**config.mk**
```make
export PLATFORM = sky130hd
export DESIGN_NAME = ctrl_strobe_monitor
export DESIGN_NICKNAME = d
export VERILOG_FILES = /design/src/rtl/ctrl_strobe_monitor_pkg.sv /design/src/rtl/ctrl_mon_exec_decode.sv /design/src/rtl/ctrl_strobe_monitor.sv
export SDC_FILE = /design/constraint.sdc
export NUM_CORES = 1
export LEC_CHECK = 0
export BUFFER_PORTS_ARGS = -buffer_cell sky130_fd_sc_hd__buf_4
export CAP_MARGIN = 10
export CORE_UTILIZATION = 45
export CTS_BUF_LIST = sky130_fd_sc_hd__clkbuf_2
export DETAILED_ROUTE_END_ITERATION = 8
export PLACE_DENSITY = 0.79
export SYNTH_ARGS = -nofsm -noshare
export SYNTH_HDL_FRONTEND = slang
export SYNTH_HIERARCHICAL = 1
export SYNTH_SLANG_ARGS = --single-unit
```
**constraint.sdc**
```tcl
create_clock -name clk -period 3.6 [get_ports clk]
set_clock_uncertainty 0.05 [all_clocks]
set_input_delay 0.36 -clock clk [delete_from_list [all_inputs] [get_ports clk]]
set_output_delay 0.36 -clock clk [all_outputs]
set_load 0.02 [all_outputs]
```
**src/rtl/ctrl_strobe_monitor_pkg.sv**
```systemverilog
// Shared definitions for the controller strobe monitor: class and error codes,
// per-phase strobe patterns, FSM state encoding and a fault-priority helper.
package ctrl_strobe_monitor_pkg;

    localparam int STB_W = 9;

    // Instruction class codes as reported on instr_class
    localparam logic [2:0] CLS_HLT  = 3'd0;
    localparam logic [2:0] CLS_SKZ  = 3'd1;
    localparam logic [2:0] CLS_LOAD = 3'd2;
    localparam logic [2:0] CLS_STO  = 3'd3;
    localparam logic [2:0] CLS_JMP  = 3'd4;
    localparam logic [2:0] CLS_NONE = 3'd7;   // class not yet committed

    localparam logic [2:0] ERR_NONE       = 3'd0;
    localparam logic [2:0] ERR_FETCH      = 3'd1;
    localparam logic [2:0] ERR_EXEC       = 3'd2;
    localparam logic [2:0] ERR_AFTER_HALT = 3'd3;
    localparam logic [2:0] ERR_SKZ_ZERO   = 3'd4;

    // Strobe vector bit order: {sel,rd,ld_ir,inc_pc,halt,ld_pc,data_e,ld_ac,wr}
    localparam logic [STB_W-1:0] PAT_IDLE    = 9'b000000000;
    localparam logic [STB_W-1:0] PAT_PH0     = 9'b100000000;
    localparam logic [STB_W-1:0] PAT_PH1     = 9'b110000000;
    localparam logic [STB_W-1:0] PAT_PH23    = 9'b111000000;
    localparam logic [STB_W-1:0] PAT_PH4_HLT = 9'b000110000;
    localparam logic [STB_W-1:0] PAT_PH4     = 9'b000100000;
    localparam logic [STB_W-1:0] PAT_LOAD_56 = 9'b010000000;
    localparam logic [STB_W-1:0] PAT_LOAD_7  = 9'b010000010;
    localparam logic [STB_W-1:0] PAT_STO_6   = 9'b000000100;
    localparam logic [STB_W-1:0] PAT_STO_7   = 9'b000000101;
    localparam logic [STB_W-1:0] PAT_JMP_67  = 9'b000001000;
    localparam logic [STB_W-1:0] PAT_SKIP_6  = 9'b000100000;

    typedef enum logic [1:0] {
        ST_SYNC   = 2'd0,
        ST_FETCH  = 2'd1,
        ST_EXEC   = 2'd2,
        ST_HALTED = 2'd3
    } state_t;

    // Lowest non-zero error code wins when several faults coincide
    function automatic logic [2:0] pick_err(input logic [2:0] a, input logic [2:0] b);
        if (a == ERR_NONE) return b;
        if (b == ERR_NONE) return a;
        return (a < b) ? a : b;
    endfunction

endpackage

```
**src/rtl/ctrl_mon_exec_decode.sv**
```systemverilog
// Combinational pattern decoder: checks one strobe sample against the phase and
// committed class, and reports the class implied so far plus the SKZ skip bit.
module ctrl_mon_exec_decode
    import ctrl_strobe_monitor_pkg::*;
(
    input  logic [2:0]       phase,
    input  logic [2:0]       cls,
    input  logic [STB_W-1:0] strobe,
    output logic             match,
    output logic [2:0]       class_next,
    output logic             skip
);

    always_comb begin
        match      = 1'b0;
        class_next = cls;
        skip       = 1'b0;
        case (phase)
            3'd0: begin
                match      = (strobe == PAT_PH0);
                class_next = CLS_NONE;
            end
            3'd1: begin
                match      = (strobe == PAT_PH1);
                class_next = CLS_NONE;
            end
            3'd2, 3'd3: begin
                match      = (strobe == PAT_PH23);
                class_next = CLS_NONE;
            end
            3'd4: begin
                if (strobe == PAT_PH4_HLT) begin
                    match      = 1'b1;
                    class_next = CLS_HLT;
                end else if (strobe == PAT_PH4) begin
                    match      = 1'b1;
                    class_next = CLS_NONE;
                end
            end
            3'd5: begin
                if (cls == CLS_HLT) begin
                    match = (strobe == PAT_IDLE);
                end else if (strobe == PAT_LOAD_56) begin
                    match      = 1'b1;
                    class_next = CLS_LOAD;
                end else if (strobe == PAT_IDLE) begin
                    match = 1'b1;
                end
            end
            3'd6: begin
                case (cls)
                    CLS_HLT:  match = (strobe == PAT_IDLE);
                    CLS_LOAD: match = (strobe == PAT_LOAD_56);
                    default: begin
                        // Non-LOAD, non-HLT classes only become distinguishable here
                        if (strobe == PAT_IDLE) begin
                            match      = 1'b1;
                            class_next = CLS_SKZ;
                        end else if (strobe == PAT_SKIP_6) begin
                            match      = 1'b1;
                            class_next = CLS_SKZ;
                            skip       = 1'b1;
                        end else if (strobe == PAT_STO_6) begin
                            match      = 1'b1;
                            class_next = CLS_STO;
                        end else if (strobe == PAT_JMP_67) begin
                            match      = 1'b1;
                            class_next = CLS_JMP;
                        end
                    end
                endcase
            end
            default: begin
                case (cls)
                    CLS_HLT, CLS_SKZ: match = (strobe == PAT_IDLE);
                    CLS_LOAD:         match = (strobe == PAT_LOAD_7);
                    CLS_STO:          match = (strobe == PAT_STO_7);
                    CLS_JMP:          match = (strobe == PAT_JMP_67);
                    default:          match = 1'b0;
                endcase
            end
        endcase
    end

endmodule

```
**src/rtl/ctrl_strobe_monitor.sv**
```systemverilog
// Passive monitor inferring the 8-phase instruction cycle from controller strobes.
// Optional retired-instruction counter is built when CTRL_MON_COUNT_EN is defined.
module ctrl_strobe_monitor
    import ctrl_strobe_monitor_pkg::*;
#(
    parameter int CNT_W = 16
)
(
    input  logic             clk,
    input  logic             rst,
    input  logic             sel,
    input  logic             rd,
    input  logic             ld_ir,
    input  logic             inc_pc,
    input  logic             halt,
    input  logic             ld_pc,
    input  logic             data_e,
    input  logic             ld_ac,
    input  logic             wr,
    input  logic             zero,
    output logic             instr_valid,
    output logic [2:0]       instr_class,
    output logic             skip_taken,
    output logic             err,
    output logic [2:0]       err_code,
    output logic             halted,
    output logic             synced,
    output logic [CNT_W-1:0] instr_count
);

    logic [STB_W-1:0] strobe;
    assign strobe = {sel, rd, ld_ir, inc_pc, halt, ld_pc, data_e, ld_ac, wr};

    state_t     state_reg, state_next;
    logic [2:0] phase_reg, phase_next;
    logic [2:0] cls_reg, cls_next;
    logic       skip_reg, skip_next;
    logic       halt_err_reg, halt_err_next;

    logic       instr_valid_reg, instr_valid_next;
    logic [2:0] instr_class_reg, instr_class_next;
    logic       skip_taken_reg, skip_taken_next;
    logic       err_reg, err_next;
    logic [2:0] err_code_reg, err_code_next;
    logic       halted_reg, halted_next;
    logic       synced_reg, synced_next;

    logic       dec_match;
    logic [2:0] dec_class;
    logic       dec_skip;
    logic [2:0] match_fault, skz_fault, fault;

    ctrl_mon_exec_decode u_decode (
        .phase      (phase_reg),
        .cls        (cls_reg),
        .strobe     (strobe),
        .match      (dec_match),
        .class_next (dec_class),
        .skip       (dec_skip)
    );

    // A bad ph4 sample means the fetch never delivered a valid opcode
    assign match_fault = dec_match ? ERR_NONE
                       : ((phase_reg <= 3'd4) ? ERR_FETCH : ERR_EXEC);
    assign skz_fault   = (dec_match && phase_reg == 3'd6 && dec_class == CLS_SKZ
                          && (zero != dec_skip)) ? ERR_SKZ_ZERO : ERR_NONE;
    assign fault       = pick_err(match_fault, skz_fault);

    always_ff @(posedge clk) begin
        if (rst) begin
            state_reg       <= ST_SYNC;
            phase_reg       <= 3'd0;
            cls_reg         <= CLS_NONE;
            skip_reg        <= 1'b0;
            halt_err_reg    <= 1'b0;
            instr_valid_reg <= 1'b0;
            instr_class_reg <= 3'd0;
            skip_taken_reg  <= 1'b0;
            err_reg         <= 1'b0;
            err_code_reg    <= ERR_NONE;
            halted_reg      <= 1'b0;
            synced_reg      <= 1'b0;
        end else begin
            state_reg       <= state_next;
            phase_reg       <= phase_next;
            cls_reg         <= cls_next;
            skip_reg        <= skip_next;
            halt_err_reg    <= halt_err_next;
            instr_valid_reg <= instr_valid_next;
            instr_class_reg <= instr_class_next;
            skip_taken_reg  <= skip_taken_next;
            err_reg         <= err_next;
            err_code_reg    <= err_code_next;
            halted_reg      <= halted_next;
            synced_reg      <= synced_next;
        end
    end

    always_comb begin
        state_next       = state_reg;
        phase_next       = phase_reg;
        cls_next         = cls_reg;
        skip_next        = skip_reg;
        halt_err_next    = halt_err_reg;
        instr_valid_next = 1'b0;
        instr_class_next = instr_class_reg;
        skip_taken_next  = 1'b0;
        err_next         = 1'b0;
        err_code_next    = err_code_reg;
        halted_next      = halted_reg;
        synced_next      = synced_reg;

        case (state_reg)
            ST_SYNC: begin
                // phase_reg is held at 0 here, so the decoder checks for a ph0 pattern
                if (dec_match) begin
                    state_next  = ST_FETCH;
                    phase_next  = 3'd1;
                    cls_next    = CLS_NONE;
                    skip_next   = 1'b0;
                    synced_next = 1'b1;
                end
            end
            ST_FETCH, ST_EXEC: begin
                if (fault != ERR_NONE) begin
                    err_next      = 1'b1;
                    err_code_next = fault;
                    state_next    = ST_SYNC;
                    phase_next    = 3'd0;
                    cls_next      = CLS_NONE;
                    skip_next     = 1'b0;
                    synced_next   = 1'b0;
                end else if (phase_reg == 3'd7) begin
                    instr_valid_next = 1'b1;
                    instr_class_next = cls_reg;
                    skip_taken_next  = skip_reg && (cls_reg == CLS_SKZ);
                    phase_next       = 3'd0;
                    cls_next         = CLS_NONE;
                    skip_next        = 1'b0;
                    if (cls_reg == CLS_HLT) begin
                        state_next  = ST_HALTED;
                        halted_next = 1'b1;
                    end else begin
                        state_next = ST_FETCH;
                    end
                end else begin
                    phase_next = phase_reg + 3'd1;
                    state_next = (phase_reg >= 3'd3) ? ST_EXEC : ST_FETCH;
                    cls_next   = dec_class;
                    if (phase_reg == 3'd6) begin
                        skip_next = dec_skip;
                    end
                end
            end
            ST_HALTED: begin
                // Only the first activity after a halt is reported
                if (strobe != PAT_IDLE && !halt_err_reg) begin
                    err_next      = 1'b1;
                    err_code_next = ERR_AFTER_HALT;
                    halt_err_next = 1'b1;
                    synced_next   = 1'b0;
                end
            end
            default: begin
                state_next = ST_SYNC;
                phase_next = 3'd0;
            end
        endcase
    end

    assign instr_valid = instr_valid_reg;
    assign instr_class = instr_class_reg;
    assign skip_taken  = skip_taken_reg;
    assign err         = err_reg;
    assign err_code    = err_code_reg;
    assign halted      = halted_reg;
    assign synced      = synced_reg;

`ifdef CTRL_MON_COUNT_EN
    logic [CNT_W-1:0] count_reg;

    always_ff @(posedge clk) begin
        if (rst) begin
            count_reg <= '0;
        end else if (instr_valid_next) begin
            count_reg <= count_reg + CNT_W'(1);
        end
    end

    assign instr_count = count_reg;
`else
    assign instr_count = '0;
`endif

endmodule
```
==> run summary <==
Setup crit start kind - flop
Nets - 260
worst-skew pair later-pin latency - 320 ps
pre-CTS setup slack - 365 ps
setup tns final - 0 ps
sw frac - 32.8%
final worst-path cycle share - 85.1%
postcts setup bufs - 0
DRT antenna net count - 0
Slew HR - 57.8%
antenna violations before repair - 0
commonest non-fill, non-tap cells in the layout - 29 x buf_4, 21 x dfxtp_1, 18 x nand2_1, 16 x nor2_1, 16 x conb_1
GRT Util Overall - 21.6%
multiplexer area fraction after synthesis - 0%
worst-margin pin slew - 628 ps
proportion of layout cells with a drive suffix above 1 - 23.7%
die extent in y - 65.1 um
WP data required - 3800 ps
Starting Density - 47.9%
CP max FO - 16
first-pass GRT wire length - 7200 um
xor/xnor share of the synthesized area - 2.37%
cell chain of the critical path - nand3_1, or3b_2, o221ai_2, nand4bb_1, o31ai_2, o21ai_1, o21a_1
Mapped Area - 1790 um2
Ys Warns - 6
mean post-synth cell area - 8.35 um2
pwr/cell area - 223 nW/um2
H-tree level count - 1
Post-synth EDFFs - 0
PortBufs - 22
Seq cells post-synth - 21
First-pass DRT Iterations - 4
minimum clock period - 3060 ps
Finished Cell Area - 1980 um2
CP top delay family - compound AO/OA/AOI/OAI gates
power share of the combinational group - 22.7%
post-synthesis sequential area ratio - 23.4%
CP endpoint kind - flop
Die ar. - 4240 um2
library cells used by synthesis - 68
endpoints failing setup - 0
max frequency - 327 MHz
sequential power share - 55.2%
Root Driver - clkbuf_2
Fill cells - 360
drt via density - 5.89
Cell Area, Placed - 1960 um2
Slew Viols, Final - 0
fin worst setup slack - 538 ps
commonest non-fill, non-tap cell in the layout - buf_4
Area growth, synth to finish - 10.3%
Hold Buf Count CTS - 0
Pint - 0.297 mW
Max stage delay on crit path - 720 ps
Congestion Overflow GR - 0
I/O pin cnt - 39
fraction of registers with async set/reset - 0%
Core ar. - 3740 um2
CP bufs+invs - 0
drt total wl - 4250 um
CTS tree - built
Primary FF master, synth - dfxtp_1
ANT cells - 0
Residual DRC - 0
routed len/inst - 14.7 um
Arr. time, crit path - 3270 ps
max cap viols - 0
clock sink total - 21
cts bufs inserted - 3
Clock Pin Slew Worst Setup and Hold Paths - 190 ps
Hold Path Class - input pin to flop
Adder-Cell Fraction of Synth Area - 4.18%
Post-Synth Simple-Gate Area - 31.1%
RSZ-0062 raised after global routing - false
Min Hold Slack - 276 ps
Crit Path Class - flop to flop
clk buf depth - 2
via count - 1702
largest family of logic cells by synthesized area - simple AND/OR/NAND/NOR gates
post-CTS resize count - 0
largest net degree at the start of global routing - 22
die extent in x - 65.1 um
FP Rows - 22
Final GP Congestion - 0.923
Lkg Pwr - 0.707 nW
status - completed
maximum VDD drop - 158 uV
hpwl dp - 3170 um
CP max stage cell - dfxtp_1
vias in the first global route - 1540
compound-gate portion of the synthesized area - 26.8%
Clock Power Share - 22.1%
DR iter-0 viols - 100
Final Hold Violating Endpoints - 0
Sw Pwr - 0.145 mW
Cells after Synth - 215
-- routing by layer --
metal / part of all wire, % / GRT usage (%)
met1: 46 / 31.5
met2: 45 / 31.4
met3: 7.9 / 5.38
met4: 1.1 / 5.98
met5: 0 / 0
-- power by group through the flow --
stage	clock network [mW]	registers [mW]	logic [mW]
after global routing	0.110	0.246	0.111
final	0.0979	0.244	0.100
after floorplan	0	0.249	0.0811
after global placement	0	0.249	0.0975
after CTS	0.0973	0.244	0.0991
after detailed placement	0	0.249	0.0989
-- cells by family (layout without fill, tap and decap cells) --
logic type      after synthesis  in the layout
compound gates               58             58
xor+xnor                      4              4
fa+ha+maj                     6              6
buf+inv                      34             45
flops                        21             21
other cells                   1             16
simple gates                 91             91
-- worst paths after layout --
check	from	endpoint	slack (ps)	cells after the start
max	phase_reg[1]	state_reg[0]	540	7
min	rst	instr_class[1]	280	2
max reg2reg	phase_reg[1]	state_reg[0]	540	7
min reg2reg	err_code[1]	err_code[1]	410	2
-- synthesized netlist by cell type, types with 2 or more instances --
| cell | number | area (um2) |
|---|---|---|
| a41oi_1 | 2 | 17.5 |
| nand3_1 | 12 | 60.1 |
| nand2b_1 | 4 | 25.0 |
| nor4_1 | 6 | 37.5 |
| nor3_1 | 5 | 25.0 |
| ha_1 | 6 | 75.1 |
| and3b_1 | 2 | 17.5 |
| a31oi_1 | 4 | 25.0 |
| o211ai_1 | 2 | 15.0 |
| nor2b_1 | 2 | 12.5 |
| o21ai_1 | 2 | 10.0 |
| and3_1 | 2 | 12.5 |
| and2_1 | 2 | 12.5 |
| o21bai_1 | 2 | 15.0 |
| nand4_1 | 2 | 12.5 |
| buf_4 | 17 | 128 |
| nor2_1 | 16 | 60.1 |
| o21ai_0 | 4 | 20.0 |
| xnor2_1 | 2 | 17.5 |
| dfxtp_1 | 21 | 420 |
| o21a_1 | 3 | 22.5 |
| a21oi_1 | 13 | 65.1 |
| clkbuf_1 | 2 | 7.51 |
| inv_1 | 12 | 45.0 |
| buf_6 | 3 | 33.8 |
| a211oi_1 | 4 | 30.0 |
| o31ai_1 | 3 | 22.5 |
| nand2_1 | 18 | 67.6 |
| o32ai_1 | 3 | 26.3 |
-- area by class of cell --
cell class	instances	area, um2	area share (%)
Sequential cell	21	420	21.2
Inverter	12	45.0	2.28
Clock inverter	1	5.00	0.253
Clock buffer	3	15.0	0.759
Timing Repair Buffer	29	218	11.0
Multi-Input combinational cell	175	1220	61.4
Tap cell	48	60.1	3.03
-- through the flow --
stage                     utilization (%)  power, mW  instances
after detailed placement             52.3      0.348        285
after global routing                 52.9      0.466        289
after CTS                            52.9      0.441        289
after floorplan                         -      0.330        230
after global placement               52.3      0.346        285
final                                52.9      0.442        289
(Power assumes the default switching activity.)
